$ cat config.mk
export PLATFORM = sky130hd
export DESIGN_NAME = axi_bridge_mp_flat
export DESIGN_NICKNAME = d
export VERILOG_FILES = /design/src/rtl/axi_bridge_mp_pkg.sv /design/src/rtl/axi_bridge_mp_if.sv /design/src/rtl/axi_bridge_mp_rr_arbiter.sv /design/src/rtl/axi_bridge_mp.sv /design/src/flat_wrapper.sv
export SDC_FILE = /design/constraint.sdc
export NUM_CORES = 1
export LEC_CHECK = 0
export ABC_AREA = 1
export CORE_AREA = 4 4 152 154
export CTS_BUF_LIST = sky130_fd_sc_hd__clkbuf_16
export DETAILED_ROUTE_END_ITERATION = 7
export DIE_AREA = 0 0 156 158
export HOLD_SLACK_MARGIN = 0.06
export PLACE_DENSITY = 0.71
export SLEW_MARGIN = 10
export SYNTH_ARGS = -nofsm -noshare
export SYNTH_HDL_FRONTEND = slang
export SYNTH_HIERARCHICAL = 1
export SYNTH_SLANG_ARGS = --single-unit
$ cat constraint.sdc
create_clock -name aclk -period 11.55 [get_ports aclk]
set_input_delay 1.7325 -clock aclk [delete_from_list [all_inputs] [get_ports aclk]]
set_output_delay 1.7325 -clock aclk [all_outputs]
set_load 0.1 [all_outputs]
$ cat src/rtl/axi_bridge_mp_pkg.sv
// ---------------------------------------------------------------------------
// axi_bridge_pkg
// Shared definitions for the multi-port SRAM-like to AXI3 bridge:
//   - constant AXI field encodings (single-beat INCR, OKAY response)
//   - write engine state encoding
//   - port-index-to-AXI-ID mapping
//   - word-granular address compare used by the read-after-write check
// ---------------------------------------------------------------------------
package axi_bridge_pkg;

    localparam logic [1:0] BURST_INCR = 2'b01;
    localparam logic [7:0] LEN_SINGLE = 8'h00;
    localparam logic [1:0] RESP_OKAY  = 2'b00;

    typedef enum logic [1:0] {
        WR_IDLE,   // no write in flight
        WR_SEND,   // AW and/or W still waiting for their handshake
        WR_RESP    // both sent, waiting for B
    } wr_state_e;

    // The AXI ID of a transaction is simply the issuing port index; the
    // caller truncates to its ID width.
    function automatic logic [31:0] port_to_id(input int unsigned port);
        return 32'(port);
    endfunction

    // True when both byte addresses fall in the same data-bus word.
    function automatic logic word_addr_eq(input logic [31:0] a,
                                          input logic [31:0] b,
                                          input int unsigned lsb);
        return (a >> lsb) == (b >> lsb);
    endfunction

endpackage

$ cat src/rtl/axi_bridge_mp_if.sv
// ---------------------------------------------------------------------------
// axi_bridge_mp_if
// AXI3 bus bundle between the bridge and the SoC crossbar.
//   AR: arid, araddr, arlen, arsize, arburst, arlock, arcache, arprot,
//       arvalid, arready
//   R : rid, rdata, rresp, rlast, rvalid, rready
//   AW: awid, awaddr, awlen, awsize, awburst, awlock, awcache, awprot,
//       awvalid, awready
//   W : wid, wdata, wstrb, wlast, wvalid, wready
//   B : bid, bresp, bvalid, bready
// Modports: master (bridge side), slave (interconnect / memory model side).
// ---------------------------------------------------------------------------
interface axi_bridge_mp_if #(
    parameter int ID_WIDTH   = 4,
    parameter int DATA_WIDTH = 32
);
    logic [ID_WIDTH-1:0]     arid;
    logic [31:0]             araddr;
    logic [7:0]              arlen;
    logic [2:0]              arsize;
    logic [1:0]              arburst;
    logic [1:0]              arlock;
    logic [3:0]              arcache;
    logic [2:0]              arprot;
    logic                    arvalid;
    logic                    arready;

    logic [ID_WIDTH-1:0]     rid;
    logic [DATA_WIDTH-1:0]   rdata;
    logic [1:0]              rresp;
    logic                    rlast;
    logic                    rvalid;
    logic                    rready;

    logic [ID_WIDTH-1:0]     awid;
    logic [31:0]             awaddr;
    logic [7:0]              awlen;
    logic [2:0]              awsize;
    logic [1:0]              awburst;
    logic [1:0]              awlock;
    logic [3:0]              awcache;
    logic [2:0]              awprot;
    logic                    awvalid;
    logic                    awready;

    logic [ID_WIDTH-1:0]     wid;
    logic [DATA_WIDTH-1:0]   wdata;
    logic [DATA_WIDTH/8-1:0] wstrb;
    logic                    wlast;
    logic                    wvalid;
    logic                    wready;

    logic [ID_WIDTH-1:0]     bid;
    logic [1:0]              bresp;
    logic                    bvalid;
    logic                    bready;

    modport master (
        output arid, araddr, arlen, arsize, arburst, arlock, arcache, arprot, arvalid,
        input  arready,
        input  rid, rdata, rresp, rlast, rvalid,
        output rready,
        output awid, awaddr, awlen, awsize, awburst, awlock, awcache, awprot, awvalid,
        input  awready,
        output wid, wdata, wstrb, wlast, wvalid,
        input  wready,
        input  bid, bresp, bvalid,
        output bready
    );

    modport slave (
        input  arid, araddr, arlen, arsize, arburst, arlock, arcache, arprot, arvalid,
        output arready,
        output rid, rdata, rresp, rlast, rvalid,
        input  rready,
        input  awid, awaddr, awlen, awsize, awburst, awlock, awcache, awprot, awvalid,
        output awready,
        input  wid, wdata, wstrb, wlast, wvalid,
        output wready,
        output bid, bresp, bvalid,
        input  bready
    );
endinterface

$ cat src/rtl/axi_bridge_mp_rr_arbiter.sv
// ---------------------------------------------------------------------------
// rr_arbiter
// Round-robin arbiter over N requesters. The search starts at the pointer;
// requesters that are not asserting are skipped. When i_adv is high and a
// grant is made, the pointer moves to the granted index + 1 (mod N).
// Ports:
//   aclk, aresetn : clock, synchronous active-low reset (pointer -> 0)
//   i_req         : request vector (already qualified by eligibility)
//   i_adv         : commit the current grant and move the pointer
//   o_grant       : one-hot grant (combinational), zero when no request
//   o_ptr         : current round-robin pointer
// ---------------------------------------------------------------------------
module rr_arbiter #(
    parameter  int N  = 2,
    localparam int PW = (N > 1) ? $clog2(N) : 1
) (
    input  logic          aclk,
    input  logic          aresetn,
    input  logic [N-1:0]  i_req,
    input  logic          i_adv,
    output logic [N-1:0]  o_grant,
    output logic [PW-1:0] o_ptr
);

    logic [PW-1:0] r_ptr;
    logic [PW-1:0] w_idx;
    logic [PW-1:0] w_gidx;
    logic          w_found;

    always_comb begin
        o_grant = '0;
        w_gidx  = '0;
        w_found = 1'b0;
        w_idx   = '0;
        for (int k = 0; k < N; k++) begin
            w_idx = PW'((int'(r_ptr) + k) % N);
            if (!w_found && i_req[w_idx]) begin
                o_grant[w_idx] = 1'b1;
                w_gidx         = w_idx;
                w_found        = 1'b1;
            end
        end
    end

    always_ff @(posedge aclk) begin
        if (!aresetn) begin
            r_ptr <= '0;
        end else if (i_adv && w_found) begin
            r_ptr <= (w_gidx == PW'(N - 1)) ? '0 : w_gidx + 1'b1;
        end
    end

    assign o_ptr = r_ptr;

endmodule

$ cat src/rtl/axi_bridge_mp.sv
// ---------------------------------------------------------------------------
// axi_bridge_mp
// Connects NUM_PORTS SRAM-like masters (req / addr_ok / data_ok) to a single
// AXI3 master port. Reads may be outstanding (up to MAX_RD_OUT per port) and
// are routed back by ID = port index. One write is in flight at a time; AW
// and W are launched together. Reads to the word of the in-flight write are
// held back until its B response.
// Ports:
//   aclk, aresetn  : clock, synchronous active-low reset
//   i_s_req/i_s_wr : per-port request / write flag
//   i_s_size       : per-port log2(bytes), 3 bits each
//   i_s_addr       : per-port byte address, 32 bits each
//   i_s_wstrb      : per-port write strobes, DATA_WIDTH/8 bits each
//   i_s_wdata      : per-port write data, DATA_WIDTH bits each
//   o_s_addr_ok    : per-port request accept (combinational, grant cycle)
//   o_s_data_ok    : per-port response pulse (read or write)
//   o_s_rdata      : shared read data, valid with a read data_ok
//   m_axi          : AXI3 master bus
//   o_err          : sticky protocol/response error flag
// ---------------------------------------------------------------------------
module axi_bridge_mp
    import axi_bridge_pkg::*;
#(
    parameter int NUM_PORTS  = 2,
    parameter int ID_WIDTH   = 4,
    parameter int DATA_WIDTH = 32,
    parameter int MAX_RD_OUT = 4
) (
    input  logic                              aclk,
    input  logic                              aresetn,
    input  logic [NUM_PORTS-1:0]              i_s_req,
    input  logic [NUM_PORTS-1:0]              i_s_wr,
    input  logic [3*NUM_PORTS-1:0]            i_s_size,
    input  logic [32*NUM_PORTS-1:0]           i_s_addr,
    input  logic [(DATA_WIDTH/8)*NUM_PORTS-1:0] i_s_wstrb,
    input  logic [DATA_WIDTH*NUM_PORTS-1:0]   i_s_wdata,
    output logic [NUM_PORTS-1:0]              o_s_addr_ok,
    output logic [NUM_PORTS-1:0]              o_s_data_ok,
    output logic [DATA_WIDTH-1:0]             o_s_rdata,
    axi_bridge_mp_if.master                   m_axi,
    output logic                              o_err
);

    localparam int SW   = DATA_WIDTH / 8;
    localparam int WLSB = $clog2(SW);
    localparam int PW   = (NUM_PORTS > 1) ? $clog2(NUM_PORTS) : 1;
    localparam int CW   = $clog2(MAX_RD_OUT + 1);

    if (ID_WIDTH < PW || MAX_RD_OUT < 1) begin : g_param_chk
        $error("axi_bridge_mp: ID_WIDTH too narrow for NUM_PORTS or MAX_RD_OUT < 1");
    end

    // Arbitration / eligibility
    logic [NUM_PORTS-1:0] w_rd_elig;
    logic [NUM_PORTS-1:0] w_wr_elig;
    logic [NUM_PORTS-1:0] w_req_elig;
    logic [NUM_PORTS-1:0] w_grant;
    logic [NUM_PORTS-1:0] w_rd_inc;
    logic [NUM_PORTS-1:0] w_rd_dec;
    logic [PW-1:0]        w_gidx;
    logic [PW-1:0]        w_rr_ptr;
    logic                 w_ar_free;
    logic                 w_rd_grant;
    logic                 w_wr_grant;
    logic                 w_wr_busy;
    logic                 w_rid_ok;
    logic                 w_b_hs;
    logic                 w_aw_pend_n;
    logic                 w_w_pend_n;

    // Per-port outstanding read counters
    logic [CW-1:0]        r_rd_cnt [NUM_PORTS];

    // AR holding register
    logic                 r_arvalid;
    logic [31:0]          r_araddr;
    logic [2:0]           r_arsize;
    logic [ID_WIDTH-1:0]  r_arid;

    // Write engine
    wr_state_e            r_wst;
    logic                 r_awvalid;
    logic                 r_wvalid;
    logic                 r_bready;
    logic [31:0]          r_awaddr;
    logic [2:0]           r_awsize;
    logic [DATA_WIDTH-1:0] r_wdata;
    logic [SW-1:0]        r_wstrb;
    logic [ID_WIDTH-1:0]  r_wid;
    logic [PW-1:0]        r_wport;

    logic                 r_err;

    // The AR slot can take a new read if empty or draining this very cycle.
    assign w_ar_free = !r_arvalid || m_axi.arready;
    assign w_wr_busy = (r_wst != WR_IDLE);

    always_comb begin
        w_rd_elig = '0;
        w_wr_elig = '0;
        for (int p = 0; p < NUM_PORTS; p++) begin
            // r_awaddr stays loaded until the next write grant, so it still
            // names the in-flight write after AW has completed.
            w_rd_elig[p] = w_ar_free
                        && (r_rd_cnt[p] < CW'(MAX_RD_OUT))
                        && !(w_wr_busy && word_addr_eq(i_s_addr[32*p +: 32], r_awaddr, WLSB));
            w_wr_elig[p] = !w_wr_busy;
        end
        w_req_elig = i_s_req & ((~i_s_wr & w_rd_elig) | (i_s_wr & w_wr_elig));
    end

    rr_arbiter #(
        .N (NUM_PORTS)
    ) u_arb (
        .aclk    (aclk),
        .aresetn (aresetn),
        .i_req   (w_req_elig),
        .i_adv   (|w_req_elig),
        .o_grant (w_grant),
        .o_ptr   (w_rr_ptr)
    );

    always_comb begin
        w_gidx = '0;
        for (int p = 0; p < NUM_PORTS; p++) begin
            if (w_grant[p]) w_gidx = PW'(p);
        end
    end

    assign w_rd_inc    = w_grant & ~i_s_wr;
    assign w_rd_grant  = |w_rd_inc;
    assign w_wr_grant  = |(w_grant & i_s_wr);
    assign o_s_addr_ok = w_grant;

    // Responses: read routed by rid, write by the stored port (bid ignored).
    assign w_rid_ok = (32'(m_axi.rid) < 32'(NUM_PORTS));
    assign w_b_hs   = m_axi.bvalid && r_bready;

    always_comb begin
        w_rd_dec = '0;
        for (int p = 0; p < NUM_PORTS; p++) begin
            w_rd_dec[p] = m_axi.rvalid && w_rid_ok && (32'(m_axi.rid) == 32'(p));
        end
        o_s_data_ok = w_rd_dec;
        if (w_b_hs) o_s_data_ok[r_wport] = 1'b1;
    end

    assign o_s_rdata = m_axi.rdata;

    always_ff @(posedge aclk) begin
        for (int p = 0; p < NUM_PORTS; p++) begin
            if (!aresetn) begin
                r_rd_cnt[p] <= '0;
            end else if (w_rd_inc[p] && !w_rd_dec[p]) begin
                r_rd_cnt[p] <= r_rd_cnt[p] + CW'(1);
            end else if (!w_rd_inc[p] && w_rd_dec[p] && r_rd_cnt[p] != '0) begin
                r_rd_cnt[p] <= r_rd_cnt[p] - CW'(1);
            end
        end
    end

    // AR channel
    always_ff @(posedge aclk) begin
        if (!aresetn) begin
            r_arvalid <= 1'b0;
        end else if (w_rd_grant) begin
            r_arvalid <= 1'b1;
        end else if (m_axi.arready) begin
            r_arvalid <= 1'b0;
        end
    end

    always_ff @(posedge aclk) begin
        if (w_rd_grant) begin
            r_araddr <= i_s_addr[32*w_gidx +: 32];
            r_arsize <= i_s_size[3*w_gidx +: 3];
            r_arid   <= ID_WIDTH'(port_to_id(32'(w_gidx)));
        end
    end

    // Write engine: AW and W drop independently; B is accepted only after both.
    assign w_aw_pend_n = r_awvalid && !m_axi.awready;
    assign w_w_pend_n  = r_wvalid  && !m_axi.wready;

    always_ff @(posedge aclk) begin
        if (!aresetn) begin
            r_wst     <= WR_IDLE;
            r_awvalid <= 1'b0;
            r_wvalid  <= 1'b0;
            r_bready  <= 1'b0;
        end else begin
            case (r_wst)
                WR_IDLE: begin
                    if (w_wr_grant) begin
                        r_wst     <= WR_SEND;
                        r_awvalid <= 1'b1;
                        r_wvalid  <= 1'b1;
                    end
                end
                WR_SEND: begin
                    if (m_axi.awready) r_awvalid <= 1'b0;
                    if (m_axi.wready)  r_wvalid  <= 1'b0;
                    if (!w_aw_pend_n && !w_w_pend_n) begin
                        r_wst    <= WR_RESP;
                        r_bready <= 1'b1;
                    end
                end
                WR_RESP: begin
                    if (m_axi.bvalid) begin
                        r_wst    <= WR_IDLE;
                        r_bready <= 1'b0;
                    end
                end
                default: begin
                    r_wst     <= WR_IDLE;
                    r_awvalid <= 1'b0;
                    r_wvalid  <= 1'b0;
                    r_bready  <= 1'b0;
                end
            endcase
        end
    end

    always_ff @(posedge aclk) begin
        if (w_wr_grant) begin
            r_awaddr <= i_s_addr[32*w_gidx +: 32];
            r_awsize <= i_s_size[3*w_gidx +: 3];
            r_wdata  <= i_s_wdata[DATA_WIDTH*w_gidx +: DATA_WIDTH];
            r_wstrb  <= i_s_wstrb[SW*w_gidx +: SW];
            r_wid    <= ID_WIDTH'(port_to_id(32'(w_gidx)));
            r_wport  <= w_gidx;
        end
    end

    // Sticky error: unknown rid (beat dropped), error responses, unsolicited B.
    always_ff @(posedge aclk) begin
        if (!aresetn) begin
            r_err <= 1'b0;
        end else if ((m_axi.rvalid && (!w_rid_ok || m_axi.rresp != RESP_OKAY))
                  || (m_axi.bvalid && (!r_bready || m_axi.bresp != RESP_OKAY))) begin
            r_err <= 1'b1;
        end
    end

    assign o_err = r_err;

    assign m_axi.arid    = r_arid;
    assign m_axi.araddr  = r_araddr;
    assign m_axi.arlen   = LEN_SINGLE;
    assign m_axi.arsize  = r_arsize;
    assign m_axi.arburst = BURST_INCR;
    assign m_axi.arlock  = '0;
    assign m_axi.arcache = '0;
    assign m_axi.arprot  = '0;
    assign m_axi.arvalid = r_arvalid;
    assign m_axi.rready  = 1'b1;

    assign m_axi.awid    = r_wid;
    assign m_axi.awaddr  = r_awaddr;
    assign m_axi.awlen   = LEN_SINGLE;
    assign m_axi.awsize  = r_awsize;
    assign m_axi.awburst = BURST_INCR;
    assign m_axi.awlock  = '0;
    assign m_axi.awcache = '0;
    assign m_axi.awprot  = '0;
    assign m_axi.awvalid = r_awvalid;

    assign m_axi.wid     = r_wid;
    assign m_axi.wdata   = r_wdata;
    assign m_axi.wstrb   = r_wstrb;
    assign m_axi.wlast   = 1'b1;
    assign m_axi.wvalid  = r_wvalid;
    assign m_axi.bready  = r_bready;

    // Single-beat bursts make rlast redundant; B is routed by stored port.
    logic w_unused;
    assign w_unused = ^{m_axi.rlast, m_axi.bid, w_rr_ptr};

endmodule

$ cat src/flat_wrapper.sv
// flat-port wrapper written by rule: the top's interface ports become plain ports
module axi_bridge_mp_flat import axi_bridge_pkg::*;
#(
    parameter int NUM_PORTS  = 2,
    parameter int ID_WIDTH   = 4,
    parameter int DATA_WIDTH = 32,
    parameter int MAX_RD_OUT = 4
)
  (aclk, aresetn, i_s_req, i_s_wr, i_s_size, i_s_addr, i_s_wstrb, i_s_wdata, o_s_addr_ok, o_s_data_ok, o_s_rdata, o_err, m_axi_arid, m_axi_araddr, m_axi_arlen, m_axi_arsize, m_axi_arburst, m_axi_arlock, m_axi_arcache, m_axi_arprot, m_axi_arvalid, m_axi_arready, m_axi_rid, m_axi_rdata, m_axi_rresp, m_axi_rlast, m_axi_rvalid, m_axi_rready, m_axi_awid, m_axi_awaddr, m_axi_awlen, m_axi_awsize, m_axi_awburst, m_axi_awlock, m_axi_awcache, m_axi_awprot, m_axi_awvalid, m_axi_awready, m_axi_wid, m_axi_wdata, m_axi_wstrb, m_axi_wlast, m_axi_wvalid, m_axi_wready, m_axi_bid, m_axi_bresp, m_axi_bvalid, m_axi_bready);
  axi_bridge_mp_if #(.ID_WIDTH(ID_WIDTH), .DATA_WIDTH(DATA_WIDTH)) m_axi_i ();
  input  logic aclk;
  input  logic aresetn;
  input  logic [NUM_PORTS-1:0] i_s_req;
  input  logic [NUM_PORTS-1:0] i_s_wr;
  input  logic [3*NUM_PORTS-1:0] i_s_size;
  input  logic [32*NUM_PORTS-1:0] i_s_addr;
  input  logic [(DATA_WIDTH/8)*NUM_PORTS-1:0] i_s_wstrb;
  input  logic [DATA_WIDTH*NUM_PORTS-1:0] i_s_wdata;
  output logic [NUM_PORTS-1:0] o_s_addr_ok;
  output logic [NUM_PORTS-1:0] o_s_data_ok;
  output logic [DATA_WIDTH-1:0] o_s_rdata;
  output logic o_err;
  output wire logic [$bits(m_axi_i.arid)-1:0] m_axi_arid;
  output wire logic [$bits(m_axi_i.araddr)-1:0] m_axi_araddr;
  output wire logic [$bits(m_axi_i.arlen)-1:0] m_axi_arlen;
  output wire logic [$bits(m_axi_i.arsize)-1:0] m_axi_arsize;
  output wire logic [$bits(m_axi_i.arburst)-1:0] m_axi_arburst;
  output wire logic [$bits(m_axi_i.arlock)-1:0] m_axi_arlock;
  output wire logic [$bits(m_axi_i.arcache)-1:0] m_axi_arcache;
  output wire logic [$bits(m_axi_i.arprot)-1:0] m_axi_arprot;
  output wire logic [$bits(m_axi_i.arvalid)-1:0] m_axi_arvalid;
  input wire logic [$bits(m_axi_i.arready)-1:0] m_axi_arready;
  input wire logic [$bits(m_axi_i.rid)-1:0] m_axi_rid;
  input wire logic [$bits(m_axi_i.rdata)-1:0] m_axi_rdata;
  input wire logic [$bits(m_axi_i.rresp)-1:0] m_axi_rresp;
  input wire logic [$bits(m_axi_i.rlast)-1:0] m_axi_rlast;
  input wire logic [$bits(m_axi_i.rvalid)-1:0] m_axi_rvalid;
  output wire logic [$bits(m_axi_i.rready)-1:0] m_axi_rready;
  output wire logic [$bits(m_axi_i.awid)-1:0] m_axi_awid;
  output wire logic [$bits(m_axi_i.awaddr)-1:0] m_axi_awaddr;
  output wire logic [$bits(m_axi_i.awlen)-1:0] m_axi_awlen;
  output wire logic [$bits(m_axi_i.awsize)-1:0] m_axi_awsize;
  output wire logic [$bits(m_axi_i.awburst)-1:0] m_axi_awburst;
  output wire logic [$bits(m_axi_i.awlock)-1:0] m_axi_awlock;
  output wire logic [$bits(m_axi_i.awcache)-1:0] m_axi_awcache;
  output wire logic [$bits(m_axi_i.awprot)-1:0] m_axi_awprot;
  output wire logic [$bits(m_axi_i.awvalid)-1:0] m_axi_awvalid;
  input wire logic [$bits(m_axi_i.awready)-1:0] m_axi_awready;
  output wire logic [$bits(m_axi_i.wid)-1:0] m_axi_wid;
  output wire logic [$bits(m_axi_i.wdata)-1:0] m_axi_wdata;
  output wire logic [$bits(m_axi_i.wstrb)-1:0] m_axi_wstrb;
  output wire logic [$bits(m_axi_i.wlast)-1:0] m_axi_wlast;
  output wire logic [$bits(m_axi_i.wvalid)-1:0] m_axi_wvalid;
  input wire logic [$bits(m_axi_i.wready)-1:0] m_axi_wready;
  input wire logic [$bits(m_axi_i.bid)-1:0] m_axi_bid;
  input wire logic [$bits(m_axi_i.bresp)-1:0] m_axi_bresp;
  input wire logic [$bits(m_axi_i.bvalid)-1:0] m_axi_bvalid;
  output wire logic [$bits(m_axi_i.bready)-1:0] m_axi_bready;
  assign m_axi_arid = m_axi_i.arid;
  assign m_axi_araddr = m_axi_i.araddr;
  assign m_axi_arlen = m_axi_i.arlen;
  assign m_axi_arsize = m_axi_i.arsize;
  assign m_axi_arburst = m_axi_i.arburst;
  assign m_axi_arlock = m_axi_i.arlock;
  assign m_axi_arcache = m_axi_i.arcache;
  assign m_axi_arprot = m_axi_i.arprot;
  assign m_axi_arvalid = m_axi_i.arvalid;
  assign m_axi_i.arready = m_axi_arready;
  assign m_axi_i.rid = m_axi_rid;
  assign m_axi_i.rdata = m_axi_rdata;
  assign m_axi_i.rresp = m_axi_rresp;
  assign m_axi_i.rlast = m_axi_rlast;
  assign m_axi_i.rvalid = m_axi_rvalid;
  assign m_axi_rready = m_axi_i.rready;
  assign m_axi_awid = m_axi_i.awid;
  assign m_axi_awaddr = m_axi_i.awaddr;
  assign m_axi_awlen = m_axi_i.awlen;
  assign m_axi_awsize = m_axi_i.awsize;
  assign m_axi_awburst = m_axi_i.awburst;
  assign m_axi_awlock = m_axi_i.awlock;
  assign m_axi_awcache = m_axi_i.awcache;
  assign m_axi_awprot = m_axi_i.awprot;
  assign m_axi_awvalid = m_axi_i.awvalid;
  assign m_axi_i.awready = m_axi_awready;
  assign m_axi_wid = m_axi_i.wid;
  assign m_axi_wdata = m_axi_i.wdata;
  assign m_axi_wstrb = m_axi_i.wstrb;
  assign m_axi_wlast = m_axi_i.wlast;
  assign m_axi_wvalid = m_axi_i.wvalid;
  assign m_axi_i.wready = m_axi_wready;
  assign m_axi_i.bid = m_axi_bid;
  assign m_axi_i.bresp = m_axi_bresp;
  assign m_axi_i.bvalid = m_axi_bvalid;
  assign m_axi_bready = m_axi_i.bready;
  axi_bridge_mp #(.NUM_PORTS(NUM_PORTS), .ID_WIDTH(ID_WIDTH), .DATA_WIDTH(DATA_WIDTH), .MAX_RD_OUT(MAX_RD_OUT)) u_core (.aclk(aclk), .aresetn(aresetn), .i_s_req(i_s_req), .i_s_wr(i_s_wr), .i_s_size(i_s_size), .i_s_addr(i_s_addr), .i_s_wstrb(i_s_wstrb), .i_s_wdata(i_s_wdata), .o_s_addr_ok(o_s_addr_ok), .o_s_data_ok(o_s_data_ok), .o_s_rdata(o_s_rdata), .m_axi(m_axi_i), .o_err(o_err));
endmodule
# Word-level counts from Yosys, hierarchy flattened
# Memory sizes are Yosys's and may differ from the RTL's.
# Cells that the tools add are included.
[totals]
in_bits = 198
ramBits = 6
mem_count = 1
reg_bits = 116
[op_classes]
addsub = 6
n_mux = 52
n_lt_le_gt_ge = 9
n_shift = 4
eq_ne = 10
reduce_logical = 60
bitwise_logic = 15
multipliers = 1
[mem_list]
columns = ["memory", "depth", "word_bits", "rd", "rd_ports_with_merged_regs", "wr", "line", "source"]
rows = [
  ["u_core.r_rd_cnt", 2, 3, 2, 0, 2, "axi_bridge_mp.sv:72", "logic [CW-1:0] r_rd_cnt [NUM_PORTS];"],
]
[ops]
columns = ["op", "n"]
rows = [
  ["64-bit by 7-bit variable part select with 32-bit output", 2],
  ["30-bit equality test", 2],
  ["1-bit two-way mux", 35],
  ["1-bit logical AND", 26],
  ["1-bit logical NOT", 15],
  ["2-bit two-way mux", 6],
  ["3-bit two-way mux", 4],
  ["3-bit AND reduction", 4],
  ["2-bit bitwise AND", 5],
  ["1-bit one-hot mux with 3 select lines", 3],
  ["2-bit nonzero test", 4],
  ["8-bit by 4-bit variable part select with 4-bit output", 1],
  ["3-bit by 1-bit adder with 3-bit output, second input constant", 2],
  ["1-bit by 2-bit less-than comparator with 1-bit output, second input constant", 3],
  ["3-bit less-than comparator, second input constant", 2],
  ["2-bit inequality test, second input constant", 3],
  ["2-bit bitwise OR", 3],
  ["2-bit one-hot mux with 3 select lines", 1],
  ["3-bit nonzero test", 2],
  ["2-bit OR reduction", 3],
  ["6-bit by 4-bit variable part select with 3-bit output", 1],
  ["3-bit by 1-bit subtractor with 3-bit output, second input constant", 2],
  ["4-bit by 1-bit equality test with 1-bit output, second input constant", 1],
  ["4-bit logical NOT", 1],
  ["13 further kinds", 26],
]

# Longest topological paths before layout
# Gate-level depths: netlist of run 1.
[depth]
depth_word = 22
mapped_depth = 22
ltp_nobuf = 21

# Hierarchy
# Netlist of run 1, hierarchy kept.
[modules_own_cells]
columns = ["mod", "cells_per_inst", "n_inst", "seq_area_each_um2", "area_per_inst_um2"]
rows = [
  ["axi_bridge_mp", 698, 1, 3563.4, 6488.7],
  ["rr_arbiter", 9, 1, 20.0, 63.8],
]

# Least setup slack after synthesis of run 1
# OpenSTA, ideal clock, no wires.
[synth_timing]
kind = "input-to-reg"
from = "input i_s_addr[58]"
to = "register u_core.r_araddr[0], in the netlist u_core/m_axi.araddr[0], enable pin"
t_required_ns = 11.106
arrival_ns = 6.989
setup_slack_ns = 4.118
n_path_buf = 0
cell_stages = 12
cell_sequence = "xor2_1 -> nor2_1 -> nand3_1 -> nor2_1 -> nand2_1 -> nand2_1 -> nand2_1 -> nand2_1 -> inv_1 -> a21boi_0 -> inv_1 -> o22ai_1"
[synth_via]
elab_chain_cells = 15
word_cells_on_any_way = 19
classes_between = "eq/ne (1); mux (7); bitwise (5); reduce/logical (6)"
[synth_rtl]
columns = ["item", "line", "source"]
rows = [
  ["start, declared", "flat_wrapper.sv:16", "input logic [32*NUM_PORTS-1:0] i_s_addr;"],
  ["30-bit equality test *", "axi_bridge_mp_pkg.sv:31", "return (a >> lsb) == (b >> lsb);"],
  ["1-bit logical AND *", "axi_bridge_mp.sv:106", "&& !(w_wr_busy && word_addr_eq(i_s_addr[32*p +: 32], r_awaddr, WLSB));"],
  ["1-bit logical NOT *", "axi_bridge_mp.sv:106", ""],
  ["1-bit logical AND *", "axi_bridge_mp.sv:106", ""],
  ["2-bit bitwise AND *", "axi_bridge_mp.sv:109", "w_req_elig = i_s_req & ((~i_s_wr & w_rd_elig) | (i_s_wr & w_wr_elig));"],
  ["2-bit bitwise OR *", "axi_bridge_mp.sv:109", ""],
  ["2-bit bitwise AND *", "axi_bridge_mp.sv:109", ""],
  ["named net u_core.w_req_elig[1]", "axi_bridge_mp.sv:56", "logic [NUM_PORTS-1:0] w_req_elig;"],
  ["1-bit two-way mux (not written as such) (2 in series)", "axi_bridge_mp_rr_arbiter.sv:37", "if (!w_found && i_req[w_idx]) begin"],
  ["1-bit two-way mux", "axi_bridge_mp_rr_arbiter.sv:37", ""],
  ["1-bit logical NOT", "axi_bridge_mp_rr_arbiter.sv:37", ""],
  ["1-bit logical AND", "axi_bridge_mp_rr_arbiter.sv:37", ""],
  ["2-bit two-way mux *", "axi_bridge_mp_rr_arbiter.sv:37", ""],
  ["named net o_s_addr_ok[0]", "flat_wrapper.sv:19", "output logic [NUM_PORTS-1:0] o_s_addr_ok;"],
  ["2-bit bitwise AND *", "axi_bridge_mp.sv:130", "assign w_rd_inc = w_grant & ~i_s_wr;"],
  ["2-bit OR reduction *", "axi_bridge_mp.sv:131", "assign w_rd_grant = |w_rd_inc;"],
  ["named net u_core.w_rd_grant", "axi_bridge_mp.sv:63", "logic w_rd_grant;"],
  ["end signal, assigned", "axi_bridge_mp.sv:175", "r_araddr <= i_s_addr[32*w_gidx +: 32];"],
  ["end, declared", "axi_bridge_mp.sv:76", "logic [31:0] r_araddr;"],
]
# Mark *: on every way through the listed nets, which the timed path passes. The rest lies on a longest branch. The select of a mux whose other input is x is not followed.
# A chain may end at the register's enable or synchronous reset.

# Worst setup path in the final report of run 1
[layout_timing]
from = "input i_s_addr[24]"
to = "output o_s_addr_ok[1]"
[layout_via]
elab_chain_cells = 13
word_cells_on_any_way = 17
classes_between = "eq/ne (1); mux (7); bitwise (4); reduce/logical (5)"
[layout_rtl]
columns = ["item", "line"]
rows = [
  ["30-bit equality test *", "axi_bridge_mp_pkg.sv:31"],
  ["1-bit logical AND *", "axi_bridge_mp.sv:106"],
  ["1-bit logical NOT *", "axi_bridge_mp.sv:106"],
  ["1-bit logical AND *", "axi_bridge_mp.sv:106"],
  ["2-bit bitwise AND *", "axi_bridge_mp.sv:109"],
  ["2-bit bitwise OR *", "axi_bridge_mp.sv:109"],
  ["2-bit bitwise AND *", "axi_bridge_mp.sv:109"],
  ["named net u_core.w_req_elig[0]", "axi_bridge_mp.sv:56"],
  ["1-bit two-way mux (not written as such) (2 in series)", "axi_bridge_mp_rr_arbiter.sv:37"],
  ["1-bit two-way mux", "axi_bridge_mp_rr_arbiter.sv:37"],
  ["1-bit logical NOT", "axi_bridge_mp_rr_arbiter.sv:37"],
  ["1-bit logical AND", "axi_bridge_mp_rr_arbiter.sv:37"],
  ["2-bit two-way mux *", "axi_bridge_mp_rr_arbiter.sv:37"],
  ["end, declared", "flat_wrapper.sv:19"],
]
# Marked as above.

==> qor_table.md, run 1 <==
| Step | Result | Value |
|:---|:---|:---|
| placed design | Placer Congestion | 0.826 |
| layout | Leading cell types in the layout, fill and taps excluded | sky130_fd_sc_hd__nand2_1 (287), sky130_fd_sc_hd__clkdlybuf4s50_1 (278), sky130_fd_sc_hd__edfxtp_1 (114) |
| drt | Via density per instance | 4.24 |
| sta | Final period util | 57.9% |
| worst setup path | Source of the worst register-to-register timing path | u_core/m_axi.awaddr[24] |
| clocking | H-Tree Depth | 4 |
| die | Count of standard-cell rows | 54 |
| drt | Detailed-router iteration count before antenna repair | 4 |
| synth | Avg Inst Size Synth | 9.27 um^2 |
| layout | Final-stage net count | 1158 |
| worst setup path | Capturing element of the worst setup path | o_s_addr_ok[1] |
| clocking | Post-CTS setup buffer count | 0 |
| synth | Cells after Synth | 707 |
| outcome | Status | finished, final reports clean |
| synth | Sequential-to-total area share from yosys stat | 54.7% |
| sta | Tightest slew margin relative to the limit | 28.3% |
| placed design | Port bufs | 278 |
| worst setup path | Crit Path Class | primary input to output pin |
| sta | Setup repair after global routing missed its margin | false |
| sta | Hold Fails Final Rpt | 0 |
| clocking | CTS buffer count | 17 |
| grt | Grt total ovfl | 0 |
| worst setup path | Capture point of the worst reg-to-reg path | u_core/r_rd_cnt[1][2] |
| sta | Worst clock skew on the final layout | 0.0138 ns |
| grt | Via count of the first global-routing pass | 5206 |
| drt | Number of design rule violations left after detail routing | 0 |
| worst setup path | Start point of the critical path | i_s_addr[24] |
| synth | Number of flip-flops and latches in the synthesized netlist | 122 |
| pwr | Max IR drop VDD | 0.0826 mV |
| drt | Drt initial violations | 244 |
| layout | Area growth from synthesis to layout | 50.2% |
| pwr | Leak | 4.06 nW |
| die | Total I/O pin count | 397 |
| sta | Actual transition at the worst max-transition pin | 1.08 ns |
| clocking | Resize count post-CTS | 0 |
| die | Placeable core region | 0.0217 mm^2 |
| sta | Final Setup Violations | 0 |
| pwr | Power per cell area | 188 mW/mm^2 |
| synth | Number of different library cells in the post-synthesis netlist | 36 |
| die | Initial standard-cell utilization of the core | 30.2% |
| job | Number of maximum-capacitance constraint violations | 0 |
| layout | Count of inserted antenna diode cells | 0 |
| layout | Fraction of layout instances using a drive strength above 1 | 5.26% |
| layout | Count of fill cells added during filler insertion | 2048 |
| clocking | Clk pin slew, worst setup/hold paths | 0.05 ns |
| pwr | Total Power | 1.85 mW |
| worst setup path | Depth of the worst register-to-register path | 21 |
| worst setup path | Register-to-Register Setup Slack | 7.18 ns |
| sta | Final Critical Period | 6.69 ns |
| grt | Pin count of the biggest net entering global routing | 74 |
| synth | FFs w/ async S/R, synth | 0% |
| layout | Final core utilization | 45.4% |
| synth | Netlist Area Pre-Place | 0.00655 mm^2 |
| clocking | Number of hold buffers added after CTS | 0 |
| synth | Leading register cell type out of synthesis | sky130_fd_sc_hd__edfxtp_1 |
| worst setup path | Worst EP arrival | 4.95 ns |
| worst setup path | Kind of start point of the critical path | primary input |
| sta | FMAX | 0.150 GHz |
| clocking | Clock sink total | 122 |
| clocking | Source-to-sink clock delay at the later pin of the worst-skew pair | 0.41 ns |
| synth | Area share of the largest cell type after synthesis | 52.2% |
| worst setup path | Largest fanout of any net on the critical path | 31 |
| grt | Overall track demand over capacity in global routing | 15.3% |
| placed design | Detailed placement HPWL | 14.9 mm |
| die | Die Span X | 156 um |
| synth | Cell accounting for the most synthesized area | sky130_fd_sc_hd__edfxtp_1 |
| synth | Number of enable-type register cells in the synthesized netlist | 114 |
| drt | Routed via count | 5299 |
| clocking | CTS tree | yes |
| placed design | Worst setup slack after placement | 4.77 ns |
| synth | Main area contributors after synthesis | sky130_fd_sc_hd__edfxtp_1 (52%), sky130_fd_sc_hd__nand2_1 (16%), sky130_fd_sc_hd__buf_4 (9.6%) |
| grt | Antenna violations before repair | 0 |
| sta | Total negative slack | 0 ns |
| worst setup path | Required time of the critical path | 9.82 ns |
| clocking | Clock root buffer master | sky130_fd_sc_hd__clkbuf_16 |
| drt | Routed wire length | 19.6 mm |
| hold path | Kind of path behind the tightest hold check | flop to flop |
| sta | Final-report max-slew violation count | 0 |
| die | Vert. Die Dim | 158 um |
| sta | Post-route worst setup slack | 4.86 ns |
| drt | Antenna-violating nets left | 0 |
| synth | Number of warnings printed during yosys synthesis | 6 |
| drt | Routed wire per std cell | 15.7 um |
| layout | Most common library cell in the layout ignoring fill and taps | sky130_fd_sc_hd__nand2_1 |
| clocking | Deepest clock path buffer count | 2 |
| grt | Wire length of the first global-routing pass | 28.4 mm |
| die | DIE AREA | 0.0246 mm^2 |
| worst setup path | Setup crit end kind | output pin |
-- kinds of logic (layout without fill, tap and decap cells) --
group / Yosys count / after routing / share of synthesized area, %
adders and majority gates: 4 / 4 / 0.878
DFF: 122 / 122 / 54.7
and+or+nand+nor: 339 / 339 / 20.1
AOI/OAI and AO/OA: 36 / 36 / 3.80
xor gates and xnor gates: 48 / 48 / 6.42
buffers and inverters: 156 / 371 / 14.0
other: 2 / 49 / 0.115
-- report_power, final --
group	internal [mW]	switching [mW]	total (mW)
Sequential	0.555	0.0262	0.581
Combinational	0.167	0.539	0.706
Clock	0.361	0.202	0.563
-- synthesized netlist by cell type (all sizes together) (8+ instances only) --
master,number
clkbuf,8
dfxtp,8
nor2,35
edfxtp,114
o21ai,18
nand2,288
xnor2,40
buf,92
inv,56
a21oi,9
nand3,11
xor2,8
-- layer usage --
layer	up-vias	global-route usage [%]	part of all wire (%)
met5	-	0	0
met4	0	5.88	2.2
met3	33	3.91	8.2
met2	236	27.6	51
met1	2420	17.2	38
li1	2610	-	-
-- final cells by class --
| cell class | count | area (um^2) | share of cell area [%] |
|---|---|---|---|
| clock buffers | 17 | 425 | 4.32 |
| clock inverters | 15 | 196 | 2.00 |
| inverters | 56 | 210 | 2.14 |
| multi-input cells | 476 | 2250 | 22.9 |
| flip-flops and latches | 122 | 3580 | 36.4 |
| well taps | 280 | 350 | 3.56 |
| repair buffers | 283 | 2820 | 28.7 |
-- how the worst min path moves through the flow --
stage                     start  endpoint  cells past startpoint
after floorplan            flop      flop                      2
after global placement     flop      flop                      2
after detailed placement   flop      flop                      2
after CTS                  flop      flop                      2
after global routing       flop      flop                      2
final                      flop      flop                      2
-- per-stage QoR --
stage / instance area [um^2] / hold slack [ns] / cells
final: 9840 / 0.496 / 1249
after global routing: 9840 / 0.525 / 1249
after CTS: 9840 / 0.497 / 1249
after detailed placement: 9220 / 0.485 / 1217
after global placement: 9220 / 0.477 / 1217
after floorplan: 6730 / 0.463 / 754
-- critical path: stages --
cell and delay, ns:
sky130_fd_sc_hd__clkdlybuf4s50_1 0.44, sky130_fd_sc_hd__xnor2_1 0.23, sky130_fd_sc_hd__nand2_1 0.11, sky130_fd_sc_hd__nor2_1 0.13
sky130_fd_sc_hd__nand2_1 0.11, sky130_fd_sc_hd__nor2_1 0.14, sky130_fd_sc_hd__nand2_1 0.10, sky130_fd_sc_hd__nand2_1 0.06
sky130_fd_sc_hd__nand2_1 0.04, sky130_fd_sc_hd__nand2_1 0.07, sky130_fd_sc_hd__inv_1 0.09, sky130_fd_sc_hd__a21boi_4 0.14
sky130_fd_sc_hd__buf_4 0.33, sky130_fd_sc_hd__clkdlybuf4s50_1 1.21
-- state kept, by name, indices dropped and copies added (netlist names), named ones only --
name,count
u_core/m_axi.wdata,32
u_core/m_axi.arsize,3
u_core/m_axi.arvalid,1
u_core/m_axi.wvalid,1
u_core/r_wport,1
u_core/m_axi.araddr,32
u_core/o_err,1
u_core/r_rd_cnt,6
u_core/m_axi.awaddr,32
u_core/r_wst,2
u_core/m_axi.wstrb,4
u_core/m_axi.awvalid,1
u_core/m_axi.arid,1
u_core/m_axi.bready,1
u_core/m_axi.awsize,3
(Power assumes the default switching activity.)
==> inputs of run 2 (changes only) <==
--- a/config.mk
+++ b/config.mk
@@ -6,12 +6,12 @@
 export NUM_CORES = 1
 export LEC_CHECK = 0
 export ABC_AREA = 1
-export CORE_AREA = 4 4 152 154
+export CORE_AREA = 4 4 153 155
 export CTS_BUF_LIST = sky130_fd_sc_hd__clkbuf_16
 export DETAILED_ROUTE_END_ITERATION = 7
-export DIE_AREA = 0 0 156 158
+export DIE_AREA = 0 0 157 159
 export HOLD_SLACK_MARGIN = 0.06
-export PLACE_DENSITY = 0.71
+export PLACE_DENSITY = 0.73
 export SLEW_MARGIN = 10
 export SYNTH_ARGS = -nofsm -noshare
 export SYNTH_HDL_FRONTEND = slang
==> constraint.sdc (replaced) <==
create_clock -name aclk -period 5.4 [get_ports aclk]
set_input_delay 0.81 -clock aclk [delete_from_list [all_inputs] [get_ports aclk]]
set_output_delay 0.81 -clock aclk [all_outputs]
set_load 0.1 [all_outputs]
==> run 2 against run 1 <==
Against the previous run:
- first-iteration DRC count shrank 30%
- worst setup slack worse by 3.5 ns
- die area up 1.3%
- wire length hardly changed
- cell area about the same
- sequential power is 110% higher
- critical path depth did not move
- critical path type unchanged
- highest routed layer unchanged
==> qor_table.md, run 2 (synthesis results as in run 1) <==
| Step | Result | Value |
|:---|:---|:---|
| sta | Final-report max-slew violation count | 0 |
| drt | Routed wire per std cell | 15.7 um |
| die | Count of standard-cell rows | 54 |
| layout | Area growth from synthesis to layout | 50.3% |
| pwr | Internal power summed over all cells | 2.28 mW |
| grt | Via count of the first global-routing pass | 5418 |
| die | DIE AREA | 0.0250 mm^2 |
| worst setup path | Source of the worst register-to-register timing path | u_core/m_axi.awaddr[29] |
| worst setup path | Crit-path slowest cell | sky130_fd_sc_hd__clkdlybuf4s50_1 |
| layout | Most common library cell in the layout ignoring fill and taps | sky130_fd_sc_hd__nand2_1 |
| layout | Leading cell types in the layout, fill and taps excluded | sky130_fd_sc_hd__nand2_1 (287), sky130_fd_sc_hd__clkdlybuf4s50_1 (276), sky130_fd_sc_hd__edfxtp_1 (114) |
| worst setup path | Crit Path Class | primary input to output pin |
| clocking | Resize count post-CTS | 0 |
| placed design | Detailed placement HPWL | 15.1 mm |
| sta | Worst hold margin | 0.506 ns |
| pwr | Share of power burned in the clock network | 29.8% |
| grt | Overall track demand over capacity in global routing | 15.0% |
| layout | Count of inserted antenna diode cells | 0 |
| clocking | H-Tree Depth | 4 |
| pwr | Max IR drop VDD | 0.182 mV |
| die | Vert. Die Dim | 159 um |
| sta | Tightest slew margin relative to the limit | 29.5% |
| pwr | Switching Share | 42.0% |
| worst setup path | Worst EP arrival | 3.25 ns |
| grt | Wire length of the first global-routing pass | 29.0 mm |
| layout | Final cell count without fillers | 1250 |
| drt | Routed wl met3 | 1.69 mm |
| grt | Pin count of the biggest net entering global routing | 47 |
| sta | Actual transition at the worst max-transition pin | 1.05 ns |
| layout | Final-stage net count | 1159 |
| sta | Final Critical Period | 4.06 ns |
| drt | Routed via count | 5303 |
| worst setup path | Critical Path, Cell by Cell | clkdlybuf4s50_1, xnor2_1, nand2_1, nor2_1, nand2_1, nor2_1, nand2_1, nand2_1, nand2_1, nand2_1, inv_1, a21boi_4, buf_4, buf_12 |
| pwr | Power per cell area | 399 mW/mm^2 |
| clocking | Source-to-sink clock delay at the later pin of the worst-skew pair | 0.41 ns |
| placed design | Cell area reported after detailed placement | 0.00925 mm^2 |
| hold path | Kind of path behind the tightest hold check | flop to flop |
| drt | Detailed-router iteration count before antenna repair | 4 |
| sta | Worst clock skew on the final layout | 0.0131 ns |
| layout | Area occupied by multi-input gates | 0.00225 mm^2 |
| placed design | Port bufs | 278 |
| pwr | Share of total power in sequential cells | 31.6% |
| clocking | CTS buffer count | 17 |
| layout | Count of fill cells added during filler insertion | 2075 |
| placed design | Placer Congestion | 0.809 |
| die | Placeable core region | 0.0218 mm^2 |
| worst setup path | Most common cell on crit path | sky130_fd_sc_hd__nand2_1 |
| layout | Footprint of the flip-flops and latches | 0.00358 mm^2 |
| clocking | Clk pin slew, worst setup/hold paths | 0.06 ns |
| clocking | Clock root buffer master | sky130_fd_sc_hd__clkbuf_16 |
| die | Total I/O pin count | 397 |
| clocking | Deepest clock path buffer count | 2 |
| worst setup path | Kind of start point of the critical path | primary input |
| drt | Number of design rule violations left after detail routing | 0 |
| layout | Fraction of layout instances using a drive strength above 1 | 5.46% |
| grt | Grt total ovfl | 0 |
| sta | Final Setup Violations | 0 |
| worst setup path | Largest fanout of any net on the critical path | 38 |
| sta | Total negative slack | 0 ns |
| pwr | Combinational group share of total power | 38.6% |
| drt | Drt initial violations | 172 |
| pwr | Leak | 4.07 nW |
| worst setup path | Start point of the critical path | i_s_addr[24] |
| drt | M1 wire length | 7.24 mm |
| die | Initial standard-cell utilization of the core | 30.0% |
| sta | Setup repair after global routing missed its margin | false |
| sta | Hold Fails Final Rpt | 0 |
| drt | Antenna-violating nets left | 0 |
| drt | Routed wire length | 19.6 mm |
| sta | FMAX | 0.246 GHz |
| pwr | Net switching power figure | 1.65 mW |
| clocking | Clock sink total | 122 |
| worst setup path | Longest individual stage delay on the worst path | 0.44 ns |
| sta | Final period util | 75.2% |
| drt | Routed length on met2 | 10.2 mm |
| drt | Top routing layer used | met4 |
| die | Die Span X | 157 um |
| drt | Via density per instance | 4.24 |
| clocking | Post-CTS setup buffer count | 0 |
| job | Number of maximum-capacitance constraint violations | 0 |
| clocking | CTS tree | yes |
| placed design | Number of cells in the design after placement | 1218 |
| worst setup path | Setup crit end kind | output pin |
| placed design | Worst setup slack after placement | 0.964 ns |
| outcome | Status | finished, final reports clean |
| layout | Post-route design area | 0.00985 mm^2 |
| clocking | Number of hold buffers added after CTS | 0 |
| sta | Post-route worst setup slack | 1.34 ns |
| grt | Antenna violations before repair | 0 |
| worst setup path | Required time of the critical path | 4.59 ns |
==> run 2: changes by cell type in the layout (fill, tap and decap cells not counted) <==
cell,delta
sky130_fd_sc_hd__a21boi_0,-1
sky130_fd_sc_hd__buf_4,+1
sky130_fd_sc_hd__bufinv_16,-1
sky130_fd_sc_hd__inv_1,+1
sky130_fd_sc_hd__clkinvlp_4,-1
sky130_fd_sc_hd__buf_12,+2
sky130_fd_sc_hd__clkinv_4,+2
sky130_fd_sc_hd__clkinv_2,-1
sky130_fd_sc_hd__a21boi_1,+1
sky130_fd_sc_hd__clkdlybuf4s50_1,-2
==> run 2: worst paths after layout <==
check	end	slack, ns	cells past startpoint
worst min-delay path	flop	0.51	2
worst max register to register	u_core/r_rd_cnt[1][2]	1.92	18
worst max-delay path	o_s_addr_ok[1]	1.34	14
worst min register to register	flop	0.51	2
==> run 2: stage by stage <==
step / total power [mW] / util (%)
2_1_floorplan: 2.51 / -
3_3_place_gp: 2.77 / 42.4
3_5_place_dp: 2.79 / 42.4
4_1_cts: 3.98 / 45.1
5_1_grt: 4.08 / 45.1
6_report: 3.93 / 45.1
==> run 2: area by class of cell <==
type / count / share of cell area, %
clock inverters: 15 / 1.78
repair buffers: 284 / 28.9
multi-input cells: 476 / 22.9
flip-flops and latches: 122 / 36.4
clock buffers: 17 / 4.32
inverters: 56 / 2.13
well taps: 280 / 3.56
==> run 2: power groups by stage <==
| stage | registers [mW] | logic, mW | clock network (mW) |
|---|---|---|---|
| 6_report | 1.24 | 1.52 | 1.17 |
| 5_1_grt | 1.25 | 1.58 | 1.24 |
| 4_1_cts | 1.24 | 1.53 | 1.20 |
| 3_5_place_dp | 1.26 | 1.53 | 0 |
| 3_3_place_gp | 1.26 | 1.52 | 0 |
| 2_1_floorplan | 1.93 | 0.575 | 0 |
==> run 2: layer usage <==
metal | GRT usage (%) | vias to the layer above
li1 | - | 2615
met1 | 16.2 | 2417
met4 | 5.05 | 0
met2 | 27.8 | 238
met5 | 0 | -
met3 | 4.43 | 33
==> run 2: worst max-delay path: cells and delay by family <==
family / cells / cell delay, ns
AOI/OAI and AO/OA: 1 / 0.17
xor gates and xnor gates: 1 / 0.27
and+or+nand+nor: 8 / 0.81
buffers and inverters: 4 / 1.16
==> inputs of run 3 (changes only) <==
--- a/config.mk
+++ b/config.mk
@@ -11,7 +11,7 @@
 export DETAILED_ROUTE_END_ITERATION = 7
 export DIE_AREA = 0 0 157 159
 export HOLD_SLACK_MARGIN = 0.06
-export PLACE_DENSITY = 0.73
+export PLACE_DENSITY = 0.7
 export SLEW_MARGIN = 10
 export SYNTH_ARGS = -nofsm -noshare
 export SYNTH_HDL_FRONTEND = slang
==> constraint.sdc (replaced) <==
create_clock -name aclk -period 4.1 [get_ports aclk]
set_input_delay 0.615 -clock aclk [delete_from_list [all_inputs] [get_ports aclk]]
set_output_delay 0.615 -clock aclk [all_outputs]
set_load 0.1 [all_outputs]
==> run 3 against run 2 <==
Against the previous run:
- hold slack better by 0.029 ns
- die area unchanged
- clock power is 19% higher
- non-clock buffer count up 1
- cell area fell by 0.19%
- wire length fell by 1.1%
- cell count barely moved
- critical path depth unchanged
- global-route usage is 0.17 points lower
- sequential share of layout area up 0.070 points
- critical endpoint unchanged
- highest routed layer unchanged
- largest cell class unchanged
- utilization decreased by 0.086 points
==> qor_table.md, run 3 (synthesis results as in run 1) <==
| Step | Result | Value |
|:---|:---|:---|
| sta | Tightest slew margin relative to the limit | 24.2% |
| clocking | CTS buffer count | 17 |
| drt | Routed wire per std cell | 15.5 um |
| die | DIE AREA | 0.0250 mm^2 |
| die | Count of standard-cell rows | 54 |
| grt | Antenna violations before repair | 0 |
| layout | Leading cell types in the layout, fill and taps excluded | sky130_fd_sc_hd__nand2_1 (287), sky130_fd_sc_hd__clkdlybuf4s50_1 (274), sky130_fd_sc_hd__edfxtp_1 (114) |
| outcome | Status | finished, final reports clean |
| grt | Grt total ovfl | 0 |
| die | Vert. Die Dim | 159 um |
| clocking | Clock root buffer master | sky130_fd_sc_hd__clkbuf_16 |
| die | Initial standard-cell utilization of the core | 30.0% |
| placed design | Worst setup slack after placement | 0.304 ns |
| drt | Via density per instance | 4.20 |
| clocking | Clock sink total | 122 |
| pwr | Leak | 4.05 nW |
| worst setup path | Required time of the critical path | 3.48 ns |
| layout | Area growth from synthesis to layout | 50.0% |
| drt | Drt initial violations | 254 |
| layout | Most common library cell in the layout ignoring fill and taps | sky130_fd_sc_hd__nand2_1 |
| sta | Final period util | 87.4% |
| placed design | Detailed placement HPWL | 14.7 mm |
| drt | Routed wire length | 19.3 mm |
| drt | Antenna-violating nets left | 0 |
| clocking | Resize count post-CTS | 0 |
| sta | Actual transition at the worst max-transition pin | 1.13 ns |
| die | Total I/O pin count | 397 |
| pwr | Max IR drop VDD | 0.222 mV |
| clocking | CTS tree | yes |
| grt | Overall track demand over capacity in global routing | 14.9% |
| placed design | Port bufs | 278 |
| worst setup path | Longest individual stage delay on the worst path | 0.56 ns |
| grt | Wire length of the first global-routing pass | 28.2 mm |
| worst setup path | Setup crit end kind | output pin |
| worst setup path | Largest fanout of any net on the critical path | 83 |
| layout | Final-stage net count | 1160 |
| sta | Worst clock skew on the final layout | 0.0111 ns |
| worst setup path | Critical Path, Cell by Cell | clkdlybuf4s50_1, xnor2_1, nand2_1, nor2_1, nand2_1, nor2_1, nand2_1, nand2_1, nand2_1, nand2_1, inv_2, a21boi_4, buf_12, buf_12 |
| sta | Final-report max-slew violation count | 0 |
| sta | Final Critical Period | 3.58 ns |
| pwr | Total Power | 5.03 mW |
| clocking | H-Tree Depth | 4 |
| layout | Count of inserted antenna diode cells | 0 |
| job | Number of maximum-capacitance constraint violations | 0 |
| hold path | Kind of path behind the tightest hold check | flop to flop |
| worst setup path | Worst EP arrival | 2.97 ns |
| worst setup path | Crit-path slowest cell | sky130_fd_sc_hd__clkdlybuf4s50_1 |
| grt | Via count of the first global-routing pass | 5175 |
| clocking | Deepest clock path buffer count | 2 |
| layout | Fraction of layout instances using a drive strength above 1 | 6.28% |
| clocking | Clk pin slew, worst setup/hold paths | 0.06 ns |
| pwr | Power per cell area | 512 mW/mm^2 |
| die | Placeable core region | 0.0218 mm^2 |
| worst setup path | Depth of the worst register-to-register path | 19 |
| sta | Final Setup Violations | 0 |
| worst setup path | Kind of start point of the critical path | primary input |
| drt | Detailed-router iteration count before antenna repair | 6 |
| drt | Number of design rule violations left after detail routing | 0 |
| sta | Hold Fails Final Rpt | 0 |
| worst setup path | Most common cell on crit path | sky130_fd_sc_hd__nand2_1 |
| drt | Routed via count | 5258 |
| hold path | Worst hold path cell count | 2 |
| sta | FMAX | 0.279 GHz |
| placed design | Placer Congestion | 0.789 |
| grt | Pin count of the biggest net entering global routing | 84 |
| clocking | Source-to-sink clock delay at the later pin of the worst-skew pair | 0.41 ns |
| clocking | Post-CTS setup buffer count | 0 |
| sta | Setup repair after global routing missed its margin | false |
| clocking | Number of hold buffers added after CTS | 0 |
| sta | Post-route worst setup slack | 0.517 ns |
| die | Die Span X | 157 um |
| worst setup path | Crit Path Class | primary input to output pin |
-- run 3: changes by cell type in the layout (fill, tap and decap cells not counted), moves of 2 or more --
cell / delta
sky130_fd_sc_hd__bufinv_16: -3
sky130_fd_sc_hd__inv_1: -3
sky130_fd_sc_hd__buf_12: +2
sky130_fd_sc_hd__clkdlybuf4s50_1: -2
sky130_fd_sc_hd__clkinvlp_4: +2
sky130_fd_sc_hd__inv_2: +2
-- run 3: critical path: cells and delay by family --
family / cells / cell delay [ns]
compound gates: 1 / 0.18
simple gates: 8 / 0.82
xor+xnor: 1 / 0.14
buf+inv: 4 / 1.21
-- run 3: power breakdown --
group	switching, mW	total (mW)	internal (mW)	leakage (nW)
Combinational	1.52	2.00	0.487	2.64
Clock	0.605	1.39	0.782	0.258
Sequential	0.0751	1.64	1.56	1.15
Total	2.20	5.03	2.83	4.05
-- run 3: final timing paths --
kind,from,to,slack (ns)
setup / recovery,i_s_addr[22],o_s_addr_ok[1],0.52
hold / removal,u_core/m_axi.bready,u_core/m_axi.bready,0.53
setup reg to reg,u_core/m_axi.awaddr[18],u_core/r_rd_cnt[1][2],0.99
hold reg to reg,u_core/m_axi.bready,u_core/m_axi.bready,0.53
-- run 3: cell type report --
cell class	count	area, um^2
Timing Repair Buffer	285	2880
Clock buffer	17	425
Clock inverter	15	118
Tap cell	280	350
Inverter	56	210
Multi-Input combinational cell	476	2260
Fill cell	2068	12000
Sequential cell	122	3580
-- run 3: stage by stage --
step                      TNS, ns  utilization [%]  hold slack (ns)  instance area [um^2]  std cells
after floorplan            -17.12                -            0.498                  6760        754
after global placement          0             42.5            0.507                  9280       1219
after detailed placement        0             42.5            0.524                  9280       1219
after CTS                       0             45.0            0.533                  9830       1251
after global routing            0             45.0            0.551                  9830       1251
final                           0             45.0            0.534                  9830       1251
-- run 3: routing by layer --
layer | track usage, % | part of all wire (%) | up-vias
met1 | 15.9 | 37 | 2387
met2 | 27.3 | 52 | 217
li1 | - | - | 2622
met4 | 5.64 | 2.4 | 0
met5 | 0 | 0 | -
met3 | 4.43 | 8.2 | 32
